===== config.mk =====
export PLATFORM = sky130hd
export DESIGN_NAME = pipe_hazard_ctrl
export DESIGN_NICKNAME = d
export VERILOG_FILES = /design/src/rtl/pipe_hazard_ctrl.sv
export SDC_FILE = /design/constraint.sdc
export NUM_CORES = 1
export LEC_CHECK = 0
export ABC_AREA = 1
export CAP_MARGIN = 15
export CORE_AREA = 4 4 54 81
export CTS_BUF_LIST = sky130_fd_sc_hd__clkbuf_8 sky130_fd_sc_hd__clkbuf_16
export CTS_CLUSTER_DIAMETER = 100
export CTS_CLUSTER_SIZE = 12
export DETAILED_ROUTE_END_ITERATION = 7
export DIE_AREA = 0 0 58 85
export PLACE_DENSITY = 0.92
export SYNTH_ARGS = -nofsm -noshare
export SYNTH_HDL_FRONTEND = slang
export SYNTH_SLANG_ARGS = --single-unit

===== constraint.sdc =====
create_clock -name CLK -period 2.52 [get_ports CLK]
set_clock_uncertainty 0.15 [all_clocks]
set_input_delay 0.63 -clock CLK [delete_from_list [all_inputs] [get_ports CLK]]
set_output_delay 0.63 -clock CLK [all_outputs]
set_load 0.02 [all_outputs]

===== src/rtl/pipe_hazard_ctrl.sv =====
// pipe_hazard_ctrl: hazard unit for a five-stage pipeline with a blocking data cache.
// Produces stall/flush/forward controls and halts the pipe if a cache miss never resolves.
// Optional feature macro: HAZ_STALL_CNT_EN adds the StallCount port and its counter.
module pipe_hazard_ctrl #(
  parameter int REG_AW       = 5,
  parameter int MISS_TIMEOUT = 255,
  parameter int CNT_W        = 32
) (
  input  logic              CLK,
  input  logic              reset,
  input  logic              CacheReady,
  input  logic              MemReqM,
  input  logic [REG_AW-1:0] RsD,
  input  logic [REG_AW-1:0] RtD,
  input  logic [REG_AW-1:0] RsE,
  input  logic [REG_AW-1:0] RtE,
  input  logic [REG_AW-1:0] WriteRegE,
  input  logic [REG_AW-1:0] WriteRegM,
  input  logic [REG_AW-1:0] WriteRegW,
  input  logic              RegWriteE,
  input  logic              RegWriteM,
  input  logic              RegWriteW,
  input  logic              MemtoRegE,
  input  logic              PCSrcE,
  output logic              StallF,
  output logic              StallD,
  output logic              StallE,
  output logic              StallM,
  output logic              FlushD,
  output logic              FlushE,
  output logic              FlushM,
  output logic              FlushW,
  output logic [1:0]        ForwardAE,
  output logic [1:0]        ForwardBE,
  output logic              MissTimeout
`ifdef HAZ_STALL_CNT_EN
  ,
  output logic [CNT_W-1:0]  StallCount
`endif
);

  typedef enum logic [1:0] {RUN, MISS, HALT} state_t;

  // The counter value seen on the last MISS cycle allowed before giving up.
  localparam logic [15:0] TIMEOUT_LAST = 16'(MISS_TIMEOUT - 1);

  state_t      state;
  state_t      next_state;
  logic [15:0] wait_cnt;
  logic        miss;
  logic        load_use;

  assign miss     = MemReqM & ~CacheReady;
  assign load_use = MemtoRegE & RegWriteE & (WriteRegE != '0) &
                    ((WriteRegE == RsD) | (WriteRegE == RtD));

  // Next-state and stall/flush decode; a miss outranks a branch, which outranks load-use.
  always_comb begin
    next_state = state;
    StallF = 1'b0;
    StallD = 1'b0;
    StallE = 1'b0;
    StallM = 1'b0;
    FlushD = 1'b0;
    FlushE = 1'b0;
    FlushM = 1'b0;
    FlushW = 1'b0;
    case (state)
      RUN: begin
        if (miss) begin
          {StallF, StallD, StallE, StallM} = 4'b1111;
          FlushW     = 1'b1;
          next_state = MISS;
        end else if (PCSrcE) begin
          FlushD = 1'b1;
          FlushE = 1'b1;
        end else if (load_use) begin
          StallF = 1'b1;
          StallD = 1'b1;
          FlushE = 1'b1;
        end
      end
      MISS: begin
        if (!CacheReady) begin
          {StallF, StallD, StallE, StallM} = 4'b1111;
          FlushW = 1'b1;
          if (wait_cnt >= TIMEOUT_LAST) next_state = HALT;
        end else begin
          next_state = RUN;
        end
      end
      HALT: begin
        {StallF, StallD, StallE, StallM} = 4'b1111;
        FlushW = 1'b1;
      end
      default: next_state = RUN;
    endcase
  end

  // State register plus the miss wait counter and the sticky timeout flag.
  always_ff @(posedge CLK or negedge reset) begin
    if (!reset) begin
      state       <= RUN;
      wait_cnt    <= '0;
      MissTimeout <= 1'b0;
    end else begin
      state <= next_state;
      if (state == RUN && next_state == MISS) begin
        wait_cnt <= '0;
      end else if (state == MISS && !CacheReady && wait_cnt != 16'hFFFF) begin
        wait_cnt <= wait_cnt + 16'd1;
      end
      if (next_state == HALT) MissTimeout <= 1'b1;
    end
  end

  // Forwarding selects, computed in every state; the younger M-stage result wins over W.
  always_comb begin
    ForwardAE = 2'b00;
    ForwardBE = 2'b00;
    if (RegWriteM && WriteRegM != '0 && WriteRegM == RsE)      ForwardAE = 2'b10;
    else if (RegWriteW && WriteRegW != '0 && WriteRegW == RsE) ForwardAE = 2'b01;
    if (RegWriteM && WriteRegM != '0 && WriteRegM == RtE)      ForwardBE = 2'b10;
    else if (RegWriteW && WriteRegW != '0 && WriteRegW == RtE) ForwardBE = 2'b01;
  end

`ifdef HAZ_STALL_CNT_EN
  // Saturating count of cycles in which fetch was held.
  always_ff @(posedge CLK or negedge reset) begin
    if (!reset) begin
      StallCount <= '0;
    end else if (StallF && StallCount != '1) begin
      StallCount <= StallCount + 1'b1;
    end
  end
`else
`endif

endmodule


---- Word level (Yosys, flattened, before mapping) ----
Index checks and enable logic that the tools add are counted.
storage, ports and cells
  bits in registers ....................... 19
  bits of input ports ..................... 44
  output and inout port bits .............. 13
  logic and storage cells ................. 60
operators by class
  $add $sub $neg .......................... 1
  order comparisons ....................... 1
  equal/unequal tests ..................... 11
  mux-type cells .......................... 23
  bitwise gates (word level) .............. 6
  reductions and logical operators ........ 15
operators with widths
  cell                                                                                  count
  16-bit 2-to-1 mux                                                                     2
  5-bit == test                                                                         6
  16-bit by 1-bit adder with 16-bit output, second input constant                       1
  16-bit by 8-bit greater-or-equal comparator with 1-bit output, second input constant  1
  16-bit inequality test, second input constant                                         1
  5-bit nonzero test                                                                    3
  1-bit 2-to-1 mux                                                                      13
  2-bit 2-to-1 mux                                                                      5
  1-bit logical AND                                                                     9
  1-bit case mux with 3 select lines                                                    2
  2-bit case mux with 3 select lines                                                    1
  1-bit bitwise AND                                                                     4
  2-bit by 1-bit == test with 1-bit output, second input constant                       2
  2-bit == test, second input constant                                                  2
  2-bit logical NOT                                                                     1
  2-bit nonzero test                                                                    1
  1-bit logical NOT                                                                     1
  1-bit NOT                                                                             1
  1-bit bitwise OR                                                                      1

---- Longest topological paths before layout ----
  depth after elaboration ................. 7
  depth in mapped cells ................... 10
  mapped depth without buffers ............ 9

---- Worst setup path before layout ----
Ideal clock, no wire load.
  path kind ............................... input to output
  from .................................... input WriteRegE[1]
  to ...................................... output StallF
  arrival ................................. 1809 ps
  data required time ...................... 1740 ps
  slack ................................... -69 ps
  cell stages on the path ................. 9
  buffers on the path ..................... 1
  cell sequence ........................... inv_1 > nand2_1 > nand2_1 > nor2_1 > nand3_1 > nand2_1 > nand2_1 > o21ai_0 > buf_4
on the way
  longest elaborated chain between the ends .. 7
  elaborated cells between the ends (all ways) .. 10
  classes of those cells .................. 2 x eq/ne; 4 x mux; 3 x bitwise; 1 x reduce/logical
RTL lines
  what                                                   RTL line  source
  start, declared                                        17        input logic [REG_AW-1:0] WriteRegE,
  5-bit == test or 5-bit nonzero test (tied branches)    55, 54
  1-bit bitwise OR or 1-bit bitwise AND (tied branches)  55, 54
  1-bit bitwise AND (*)                                  54        assign load_use = MemtoRegE & RegWriteE & (WriteRegE != '0) &
  1-bit 2-to-1 mux (*) (3 in series)                     n/a
  1-bit case mux with 3 select lines (*)                 n/a
  end, declared                                          25        output logic StallF,
Every way passes the cells marked *; elsewhere a longest branch is shown, timed or not.

---- Final worst setup path ----
  from .................................... input MemReqM
  to ...................................... output StallE
on the way
  longest elaborated chain between the ends .. 3
RTL lines
  what                                RTL line  source
  start, declared                     12        input logic MemReqM,
  1-bit bitwise AND                   53        assign miss = MemReqM & ~CacheReady;
  1-bit 2-to-1 mux                    70        if (miss) begin
  1-bit case mux with 3 select lines  68        case (state)
  end, declared                       27        output logic StallE,
No other way between the ends.

==> flow_summary.json <==
{
  "status": "complete, no violations",
  "initial_utilization_pct": 49.1,
  "io_buffers": 55,
  "post_cts_buffers": 0,
  "area_delta_synth_final_pct": 35.7,
  "layout_commonest_cell": "nand2_1",
  "crit_arrival_ns": 1.70,
  "crit_required_ns": 1.74,
  "cp-start-kind": "primary input",
  "total_power_uw": 1160,
  "grt-ovfl-total": 0,
  "synthCells": 275,
  "crit_chain": "clkdlybuf4s50_1 -> nand2_1 -> nor3_4 -> nor2_4 -> inv_1 -> buf_2",
  "hold_path.class": "reg2reg",
  "yosysWarnings": 0,
  "via_per_inst": 5.19,
  "min_period_ns": 2.48,
  "syn-num-nets": 321,
  "cp-end-kind": "output pin",
  "first_iter_violations": 80,
  "ys_seq_area_share_pct": 26.6,
  "hold_ws_ns": 0.353,
  "core_area_sq_mm": 0.00365,
  "postRouteAntennaNets": 0,
  "ys.flop_type": "dfrtp_1",
  "hold_violations": 0,
  "final_net_count": 382,
  "final_core_utilization_pct": 66.6,
  "crit_type": "in2out",
  "totalWireLength_mm": 4.82,
  "yosysTopAreaCellShare_pct": 26.6,
  "rows": 27,
  "routedWlPerCell_um": 12.7,
  "drive_above_1_share_pct": 14.0,
  "synth_largest_area_cell": "dfrtp_1",
  "antenna_found_initial": 0,
  "crit_family": "buffers and inverters",
  "grt_pass1_wl_mm": 8.08,
  "cap_violations": 0,
  "io-pin-count": 57,
  "grt_pass1_vias": 1950,
  "ir_worst_vdd_v": 0.000495,
  "synth_seq_cells": 19,
  "grt.total_usage_pct": 20.5,
  "grt_max_degree": 25,
  "clkLatencyLatePin_ns": 0.26,
  "reg2reg_depth": 9,
  "post_synth_num_cell_types": 27,
  "netlist_area_sq_mm": 0.00179,
  "relSlewSlack_pct": 65.5,
  "clk_pin_slew_ns": 0.07,
  "r2r_slack_ns": 0.54,
  "n_fill_cell": 301,
  "final_cell_mix": "79 x nand2_1, 31 x nor2_1, 30 x inv_1",
  "dp_hpwl_mm": 3.85,
  "worst_pin_slew_ns": 0.514,
  "cts_buffers": 3,
  "fin_tns_setup_ns": 0,
  "cts_tree": "built",
  "dieArea_sq_mm": 0.00493,
  "finalSetupViolations": 0,
  "drt-pass1-iter-count": 4,
  "n_antenna_cell": 0,
  "avgSynthCellArea_sq_um": 6.51,
  "clockBufferDepth": 2,
  "max_freq_ghz": 0.402,
  "cts_max_level": 1,
  "pre_cts_ws_ns": -0.714,
  "gp_congestion": 0.882,
  "p_per_area_mw_per_mm2": 475,
  "cpPeakStageDelay_ns": 0.46,
  "min_period_over_period_pct": 98.6,
  "vias": 1963,
  "async_reset_ff_share_pct": 100,
  "drc": 0,
  "path_buf_inv": 3,
  "finalWorstSetupSlack_ns": 0.0354,
  "cts.sinks": 19,
  "slew_violations": 0,
  "die_h_um": 85,
  "cts-root-buf": "clkbuf_8",
  "hold_path_depth": 1,
  "die_w_um": 58,
  "synth_area_leaders": "dfrtp_1 27%, nand2_1 17%, xnor2_1 7.3%, nand3_1 6.7%, nor2_1 6.7%",
  "cp_max_fo": 3,
  "cp_num_cells": 6,
  "cp_slowest_cell": "clkdlybuf4s50_1",
  "synth_edf_count": 0,
  "p_leak_uw": 0.00121,
  "ctsHoldBuffers": 0
}
==> area by class of cell <==
| class | instances | area (sq um) | area share (%) |
|---|---|---|---|
| tap | 43 | 53.8 | 2.21 |
| multi-input combinational | 217 | 1200 | 49.3 |
| clock inverter | 1 | 3.75 | 0.154 |
| inverter | 32 | 120 | 4.94 |
| clock buffer | 3 | 41.3 | 1.70 |
| timing repair buffer | 63 | 538 | 22.1 |
| sequential | 19 | 475 | 19.6 |
==> what timing repair did <==
action | in CTS | in global routing
gates resized for setup | 88 | 18
pin swaps | 12 | 8
setup endpoints to repair | 11 | 10
==> cells by family (layout without fill, tap and decap cells) <==
logic type	count (synthesis)	after routing	share of synthesized area [%]
compound gates	17	17	5.03
xor+xnor	27	27	13.2
fa+ha+maj	2	2	1.40
buf+inv	39	99	9.85
flops	19	19	26.6
other cells	1	1	0.209
simple gates	170	170	43.7
==> where the power goes <==
group          switching (uW)  leakage, uW  internal, uW  total [uW]
clock                     103    0.0000269           109         212
combinational             337     0.000928           233         569
sequential               43.0     0.000257           331         374
==> Yosys cell counts (3+ instances only) <==
| library cell | n |
|---|---|
| inv_1 | 30 |
| xor2_1 | 12 |
| nand3b_1 | 3 |
| dfrtp_1 | 19 |
| buf_4 | 4 |
| nand4_1 | 10 |
| xnor2_1 | 15 |
| nand3_1 | 24 |
| nor2_1 | 32 |
| o21ai_1 | 10 |
| nor2_4 | 3 |
| nand2_1 | 80 |
| nor3_1 | 8 |
| o21ai_0 | 3 |
==> routing by layer <==
layer,part of all wire [%],GRT usage (%),vias to the layer above,wire length (um)
met1,36,20.0,872,1730
li1,-,-,989,-
met4,2.5,7.17,0,119
met3,6.3,3.81,15,302
met2,55,40.7,87,2670
met5,0,0,-,0
==> registers in the layout (all words and copies together), names as in the netlist <==
| register | flops |
|---|---|
| wait_cnt | 16 |
| state | 2 |
| MissTimeout | 1 |
==> final timing paths <==
path	start	end
max in group asynchronous	reset	wait_cnt[1]
setup / recovery	MemReqM	StallE
hold reg to reg	MissTimeout	MissTimeout
hold / removal	MissTimeout	MissTimeout
setup reg to reg	wait_cnt[1]	wait_cnt[13]
min in group asynchronous	reset	wait_cnt[15]
==> metrics by stage <==
step | instance area (sq um) | std cells
2_1_floorplan | 1790 | 275
3_3_place_gp | 2400 | 374
3_5_place_dp | 2400 | 374
4_1_cts | 2390 | 378
5_1_grt | 2430 | 378
6_report | 2430 | 378
==> worst reg2reg max path, cell delays in order (launching register included) <==
cell	delay [ns]
dfrtp_1	0.44
ha_1	0.27
inv_1	0.10
nor2_4	0.17
nand2_2	0.10
nor2_4	0.14
nor2_4	0.08
nor2_8	0.26
nand2_1	0.10
o21ai_1	0.10
Power figures use the tool's default switching activity.
